[src/rtl/riscv_pkg.sv]
// Shared LSU definitions: FSM states, RV32I load/store width codes and the
// response bundle handed to writeback.
package riscv_pkg;

  typedef enum logic [1:0] {
    ST_IDLE = 2'd0,
    ST_MEM  = 2'd1,
    ST_RESP = 2'd2
  } lsu_state_e;

  localparam logic [2:0] F3_B  = 3'b000;
  localparam logic [2:0] F3_H  = 3'b001;
  localparam logic [2:0] F3_W  = 3'b010;
  localparam logic [2:0] F3_BU = 3'b100;
  localparam logic [2:0] F3_HU = 3'b101;

  typedef struct packed {
    logic        valid;
    logic [31:0] rdata;
    logic        misaligned;
    logic        err;
    logic [31:0] badaddr;
  } lsu_resp_t;

  // Illegal funct3 for the direction, or an address not aligned to the access size.
  function automatic logic lsu_fault(input logic we, input logic [2:0] f3,
                                     input logic [1:0] a);
    logic legal;
    logic mis;
    legal = 1'b0;
    mis   = 1'b0;
    case (f3)
      F3_B:  legal = 1'b1;
      F3_H:  begin legal = 1'b1; mis = a[0]; end
      F3_W:  begin legal = 1'b1; mis = |a; end
      F3_BU: legal = !we;
      F3_HU: begin legal = !we; mis = a[0]; end
      default: legal = 1'b0;
    endcase
    return !legal || mis;
  endfunction

  function automatic logic [3:0] lsu_be(input logic [2:0] f3, input logic [1:0] a);
    logic [3:0] be;
    case (f3[1:0])
      2'b00:   be = 4'b0001 << a;
      2'b01:   be = 4'b0011 << a;
      2'b10:   be = 4'b1111;
      default: be = 4'b0000;
    endcase
    return be;
  endfunction

endpackage

[src/rtl/load_align.sv]
// Picks the addressed byte/half/word lane out of a memory word and
// sign- or zero-extends it according to the load funct3.
module load_align
  import riscv_pkg::*;
(
  input  logic [31:0] rdata,
  input  logic [1:0]  addr,
  input  logic [2:0]  funct3,
  output logic [31:0] result
);

  logic [31:0] lane;

  assign lane = rdata >> {addr, 3'b000};

  always_comb begin
    result = '0;
    case (funct3)
      F3_B:  result = {{24{lane[7]}}, lane[7:0]};
      F3_H:  result = {{16{lane[15]}}, lane[15:0]};
      F3_W:  result = lane;
      F3_BU: result = {24'd0, lane[7:0]};
      F3_HU: result = {16'd0, lane[15:0]};
      default: result = '0;
    endcase
  end

endmodule

[src/rtl/lsu.sv]
// Load/store unit: one outstanding access on a word-aligned data bus with a
// bus timeout, alignment checking and load extension.
//
//   state   | meaning
//   --------+-----------------------------------------------------------
//   ST_IDLE | ready for a request; req_ready high
//   ST_MEM  | mem_req held until mem_ack or timer terminal count
//   ST_RESP | resp_valid pulse for one cycle, then back to IDLE
module lsu
  import riscv_pkg::*;
#(
  parameter int TIMEOUT = 16
) (
  input  logic        clk,
  input  logic        rst,
  input  logic        req_valid,
  output logic        req_ready,
  input  logic        req_we,
  input  logic [2:0]  req_funct3,
  input  logic [31:0] req_addr,
  input  logic [31:0] req_wdata,
  output logic        resp_valid,
  output logic [31:0] resp_rdata,
  output logic        resp_misaligned,
  output logic        resp_err,
  output logic [31:0] resp_badaddr,
  output logic        mem_req,
  output logic        mem_we,
  output logic [31:0] mem_addr,
  output logic [3:0]  mem_be,
  output logic [31:0] mem_wdata,
  input  logic        mem_ack,
  input  logic [31:0] mem_rdata
);

  localparam int TW = (TIMEOUT > 1) ? $clog2(TIMEOUT) : 1;

  lsu_state_e  state;
  logic [31:0] addr_q;
  logic [31:0] wdata_q;
  logic [31:0] rdata_q;
  logic        we_q;
  logic [2:0]  f3_q;
  logic [3:0]  be_q;
  logic        mis_q;
  logic        err_q;
  logic [TW-1:0] timer;

  logic        fault;
  logic        in_mem;
  logic [31:0] wdata_rep;
  logic [31:0] ld_data;
  lsu_resp_t   resp;

  assign req_ready = (state == ST_IDLE) && !rst;
  assign in_mem    = (state == ST_MEM);
  assign fault     = lsu_fault(req_we, req_funct3, req_addr[1:0]);

  always_comb begin
    wdata_rep = req_wdata;
    case (req_funct3[1:0])
      2'b00:   wdata_rep = {4{req_wdata[7:0]}};
      2'b01:   wdata_rep = {2{req_wdata[15:0]}};
      default: wdata_rep = req_wdata;
    endcase
  end

  load_align u_load_align (
    .rdata  (mem_rdata),
    .addr   (addr_q[1:0]),
    .funct3 (f3_q),
    .result (ld_data)
  );

  always_ff @(posedge clk or posedge rst) begin
    if (rst) begin
      state   <= ST_IDLE;
      addr_q  <= '0;
      wdata_q <= '0;
      rdata_q <= '0;
      we_q    <= 1'b0;
      f3_q    <= '0;
      be_q    <= '0;
      mis_q   <= 1'b0;
      err_q   <= 1'b0;
      timer   <= '0;
    end else begin
      case (state)
        ST_IDLE: begin
          if (req_valid) begin
            addr_q  <= req_addr;
            we_q    <= req_we;
            f3_q    <= req_funct3;
            be_q    <= fault ? 4'b0000 : lsu_be(req_funct3, req_addr[1:0]);
            wdata_q <= wdata_rep;
            rdata_q <= '0;
            mis_q   <= fault;
            err_q   <= 1'b0;
            timer   <= TW'(TIMEOUT - 1);
            state   <= fault ? ST_RESP : ST_MEM;
          end
        end
        ST_MEM: begin
          // An ack on the terminal-count cycle still completes normally.
          if (mem_ack) begin
            rdata_q <= we_q ? 32'd0 : ld_data;
            state   <= ST_RESP;
          end else if (timer == '0) begin
            err_q <= 1'b1;
            state <= ST_RESP;
          end else begin
            timer <= timer - TW'(1);
          end
        end
        ST_RESP: state <= ST_IDLE;
        default: state <= ST_IDLE;
      endcase
    end
  end

  assign mem_req   = in_mem;
  assign mem_we    = in_mem && we_q;
  assign mem_addr  = in_mem ? {addr_q[31:2], 2'b00} : 32'd0;
  assign mem_be    = in_mem ? be_q : 4'b0000;
  assign mem_wdata = in_mem ? wdata_q : 32'd0;

  assign resp.valid      = (state == ST_RESP);
  assign resp.rdata      = rdata_q;
  assign resp.misaligned = mis_q;
  assign resp.err        = err_q;
  assign resp.badaddr    = addr_q;

  assign resp_valid      = resp.valid;
  assign resp_rdata      = resp.rdata;
  assign resp_misaligned = resp.misaligned;
  assign resp_err        = resp.err;
  assign resp_badaddr    = resp.badaddr;

endmodule

[config.mk]
export PLATFORM = sky130hd
export DESIGN_NAME = lsu
export DESIGN_NICKNAME = d
export VERILOG_FILES = /design/src/rtl/riscv_pkg.sv /design/src/rtl/load_align.sv /design/src/rtl/lsu.sv
export SDC_FILE = /design/constraint.sdc
export NUM_CORES = 1
export LEC_CHECK = 0
export CAP_MARGIN = 30
export CELL_PAD_IN_SITES_DETAIL_PLACEMENT = 1
export CELL_PAD_IN_SITES_GLOBAL_PLACEMENT = 2
export CORE_MARGIN = 2
export CORE_UTILIZATION = 24
export DETAILED_ROUTE_END_ITERATION = 8
export PLACE_DENSITY = 0.89
export SYNTH_ARGS = -nofsm -noshare
export SYNTH_HDL_FRONTEND = slang
export SYNTH_SLANG_ARGS = --single-unit
[constraint.sdc]
create_clock -name clk -period 4.7 [get_ports clk]
set_clock_uncertainty 0.05 [all_clocks]
set_input_delay 1.41 -clock clk [delete_from_list [all_inputs] [get_ports clk]]
set_output_delay 1.41 -clock clk [all_outputs]
set_load 0.01 [all_outputs]
## Word-level counts from Yosys, hierarchy flattened

Index checks and enable logic that the tools add are counted.

| cells by class | value |
|---|---|
| reduce and logical (&&, ||, !) cells | 21 |
| mux-type cells | 26 |
| add/subtract/negate cells | 1 |
| shift operators | 3 |
| eq/ne operators | 18 |

Operators with widths:

| operator | number |
|---|---|
| $mux W32 | 5 |
| $pmux W32 S5 | 1 |
| $pmux W32 S2 | 2 |
| $shr A32 B5 Y32 | 1 |
| $mux W4 | 5 |
| $eq A3 B3 Y1 const B | 4 |
| $pmux W4 S3 | 1 |
| $mux W2 | 4 |
| $ne A2 B2 Y1 const B | 4 |
| $pmux W4 S2 | 1 |
| $reduce_and A4 Y1 | 2 |
| $eq A3 B1 Y1 const B | 2 |
| $eq A3 B2 Y1 const B | 2 |
| $logic_not A3 Y1 | 2 |
| $pmux W1 S2 | 3 |
| $reduce_or A2 Y1 | 3 |
| $eq A2 B1 Y1 const B | 2 |
| $eq A2 B2 Y1 const B | 2 |
| $logic_not A2 Y1 | 2 |
| $logic_not A4 Y1 | 1 |
| $pmux W2 S2 | 1 |
| $reduce_and A2 Y1 | 2 |
| $shl A1 B2 Y4 const A | 1 |
| $shl A2 B2 Y4 const A | 1 |
| 10 further kinds | 15 |

| word-level totals | value |
|---|---|
| register bits after elaboration | 112 |
| word-level logic and storage cells | 79 |
| bits of input ports | 104 |

## Logic depth before layout (Yosys ltp)

| depth | value |
|---|---|
| word-level depth | 8 |
| mapped depth | 7 |
| gate-level depth less buffers | 6 |

## Modules after synthesis

A second synthesis with hierarchy kept.

| unflattened totals | value |
|---|---|
| cell total of the unflattened synthesis | 696 |
| area total of the unflattened synthesis | 6198.4 sq um |

Modules (own cells, without submodules):

| module | area an instance (sq um) | times used | sequential area each (sq um) | cells each |
|---|---|---|---|---|
| lsu | 5395.2 | 1 | 2802.7 | 587 |
| load_align | 803.3 | 1 | 0.0 | 109 |

## Worst setup path before layout

Ideal clock, no wire load.

| timing | value |
|---|---|
| kind | in2out |
| from | input rst |
| to | output req_ready |
| slack | 1.571 ns |
| cell stages on the path | 1 |
| arrival | 1.669 ns |
| path through | nor3_1 |

| between the ends | value |
|---|---|
| cells in the longest elaborated chain, start to end | 2 |

RTL lines:

| item | line | RTL |
|---|---|---|
| start: declaration | lsu.sv:15 | `input logic rst,` |
| $logic_not A1 Y1 (no source line) | n/a |  |
| $logic_and A1 B1 Y1 | lsu.sv:55 | `assign req_ready = (state == ST_IDLE) && !rst;` |
| end: declaration | lsu.sv:17 | `output logic req_ready,` |

No other way between the ends.

## Worst setup path after layout

| timing | value |
|---|---|
| from | register state[1] |
| to | output mem_wdata[24] |

| between the ends | value |
|---|---|
| cells in the longest elaborated chain, start to end | 2 |

RTL lines:

| item | line | RTL |
|---|---|---|
| start: declaration | lsu.sv:38 | `lsu_state_e state;` |
| start signal: assignment | lsu.sv:100 | `state <= fault ? ST_RESP : ST_MEM;` |
| $eq A2 B1 Y1 | lsu.sv:56 | `assign in_mem = (state == ST_MEM);` |
| $mux W32 | lsu.sv:125 | `assign mem_wdata = in_mem ? wdata_q : 32'd0;` |
| end: declaration | lsu.sv:31 | `output logic [31:0] mem_wdata,` |

No other way between the ends.

==> impl_results.md <==
- WL final: roughly 20 mm
- Clock latency at the later pin of the worst-skew pair: 360 ps
- M1 GR Usage: 0.207
- Horiz. Die Dim: 157 um
- Worst Hold Class: flop to flop
- CP Class: flop to output port
- Total CTS buffers: 9
- M2 GR Usage: 0.283
- Fillers: ~2700
- Ys async rst share: 1.00
- Seq cells post-synth: about 110
- CTS root buf: clkbuf_16
- Pins Over Slew Limit: 0
- DR pass1 iterations: 4
- Top-level I/O count: approximately 240
- Dpl cell area: 0.00834 mm2
- Register area share after synthesis: 0.497
- Global-route usage over all layers: 0.167
- Critical Path, Cell by Cell: nand2b_1 > inv_2 > buf_4 > and2_1 > clkdlybuf4s50_1
- CP max stage delay: 540 ps
- First-pass GRT wire length: 31.7 mm
- Number of global-route vias before repair: 5508
- Post-CTS Hold Fix Bufs: 0
- Netlist cell types: 43
- DR iter-0 viols: 133
- Final hold viol count: 0
- Mux cell area share after synthesis: 0.0891
- H-tree Lvls: 3
- Synthesized instance count: 613
- Post-Syn Area: 0.00564 mm2
- Total Power: 3.27 mW
- Clock Pin Slew Worst Setup and Hold Paths: around 80 ps
- Postcts setup bufs: 0
- Routability cong.: 0.782
- Worst Hold End: be_q[2]
- Cell taking the most area after synthesis: dfrtp_1
- Final setup violation count: 0
- Largest family of logic cells by synthesized area: simple AND/OR/NAND/NOR gates
- Pin count of the biggest net entering global routing: 88
- PwrDens: 378 mW/mm2
- Setup TNS: 0 ps
- Area growth syn-to-layout: 53.2%
- Setup crit start: state[1]
- Critical Path RT: 3240 ps
- Post_cts resized: 0
- RR Startpoint: resp_badaddr[1]
- Smallest hold slack: between 400 and 500 ps
- Initial Util: 0.243
- Core Region: 0.0233 mm2
- Detailed placer's ending HPWL: about 15 mm
- Clock sink count: 112
- Synth Area in Adders: 0.00222
- Drt wl/cell: between 15 and 20 um
- Slew HR: 0.432
- Design area: approximately 0.0086 mm2
- Setup crit end kind: output port
- CP max FO: 41
- Post-layout util: 0.372
- Post-synth EDFFs: 0
- Synth area leaders: dfrtp_1 50%, nand2_1 10%, and2_1 7.5%
- Bufs on Longest Clock Path: 2
- Crit path launch type: flop
- Grt met3 use: 0.0592
- Tcrit/Tclk final: 0.875
- Top Usage Layer GRT: met2
- CTS tree: yes
- Via Count: 5181
- Port Buffer Count: 239
- Post-synth top area share: 0.497
- Simple logic cell fraction of the synthesized area: 0.239
- Average via count per standard cell: 4.50
- Die Span Y: 157 um
- Fraction of layout cells with a size suffix above 1: 0.0481
- Die area: 0.0248 mm2
- Max Clk Rate: approximately 240 MHz
- Run status: complete, no violations
- Slowest-stage cell, CP: clkdlybuf4s50_1
- DRC Markers: 0
- WP data arrival: 2650 ps
- DRT antenna net count: 0
- Slew at the pin closest to its max-slew limit: ~850 ps
- Hold Path Depth: 2
- Unrepaired setup endpoints after global routing: no
- Congestion Overflow GR: 0
- Initial antenna violation count: 1
- Average cell area after synthesis: 9.21 um2
- Min Tclk post-route: 4110 ps
- # Max-Cap Violations: 0
- Worst R2R Path Depth: 5
- Peak VDD IR: between 150 and 200 uV
- R2r endpoint: resp_rdata[24]
- # nets final: 932
- Flop2flop setup slack: 2400 ps
- Site row count: 56
- Post-Synth XOR/XNOR Area: 0
- Leakage power: between 3 and 4 nW
- Ys Warns: 0
- Synth Area in Compound Gates: 0.131
- Hold Crit Start: be_q[2]
- Top_reg_cell synth: dfrtp_1
==> how the worst max path moves through the flow <==
stage	to	cells past startpoint
final	mem_wdata[24]	5
after global routing	mem_wdata[9]	5
after CTS	mem_wdata[24]	5
after detailed placement	req_ready	3
after global placement	req_ready	3
after floorplan	be_q[0]	1
==> layout by cell type, fill, tap and decap left out, types with 3 or more instances in the layout <==
cell and instances:
a211o_1 9, a21oi_1 32, a221o_1 16, a22o_1 8
a2bb2oi_1 6, and2_1 68, buf_4 9, clkbuf_16 9
clkdlybuf4s50_1 239, dfrtp_1 112, inv_1 3, inv_6 4
mux2_1 3, mux2_2 5, mux2i_1 39, nand2_1 155
nor2_1 42, nor2b_1 9, nor3_1 5, nor3b_1 3
o21ai_1 23
==> kinds of logic (layout without fill, tap and decap cells) <==
| group | Yosys count | after routing |
|---|---|---|
| simple gates | 292 | 292 |
| flops | 112 | 112 |
| compound gates | 106 | 106 |
| buf+inv | 53 | 271 |
| mux | 48 | 48 |
| fa+ha+maj | 1 | 1 |
| other cells | 1 | 3 |
==> power by group <==
| part | switching, mW | internal (mW) | total (mW) |
|---|---|---|---|
| combinational | 0.549 | 0.585 | 1.13 |
| clock | 0.407 | 0.389 | 0.796 |
| sequential | 0.164 | 1.18 | 1.34 |
| total | 1.12 | 2.15 | 3.27 |
==> layout make-up <==
class / count / area (um2) / share of cell area
repair buffers: 250 / 2500 / 0.289
well taps: 319 / 399 / 0.0462
clock inverters: 6 / 60.1 / 0.00695
flip-flops and latches: 112 / 2800 / 0.324
inverters: 5 / 21.3 / 0.00246
multi-input cells: 449 / 2620 / 0.303
diodes: 1 / 2.50 / 0.000289
clock buffers: 10 / 239 / 0.0276
==> state kept, by name, summed over array words and instances (netlist names) <==
name,flops
resp_misaligned,1
resp_err,1
resp_badaddr,32
resp_rdata,32
we_q,1
timer,4
f3_q,3
state,2
wdata_q,32
be_q,4
==> cell usage after synthesis, types with 4 or more instances <==
cell / number
nand2_1: 156
dfrtp_1: 112
and2_1: 68
nor2_1: 42
mux2i_1: 39
a21oi_1: 32
clkbuf_1: 30
o21ai_1: 23
a221o_1: 16
buf_1: 11
a211o_1: 9
nor2b_1: 9
a22o_1: 8
a2bb2oi_1: 6
mux2_2: 5
nor3_1: 5
inv_1: 4
nor3b_1: 4
==> layer usage <==
| metal | part of all wire | routed length, um |
|---|---|---|
| met5 | 0 | 0 |
| met4 | 0.0079 | 161 |
| met1 | 0.43 | 8780 |
| met3 | 0.073 | 1480 |
| met2 | 0.49 | 9870 |
==> critical path: cells and delay by family, from the launching register on <==
family	cells	cell delay (ps)
buffers and inverters	3	1390
flip-flops	1	460
AND/OR/NAND/NOR	2	420
==> through the flow <==
stage	worst slack, ps	cells
global placement	645	1135
floorplan	281	614
global route	359	1151
finish	587	1152
CTS	512	1151
detailed placement	647	1135
Note: power is estimated with default switching activity, not from simulation.
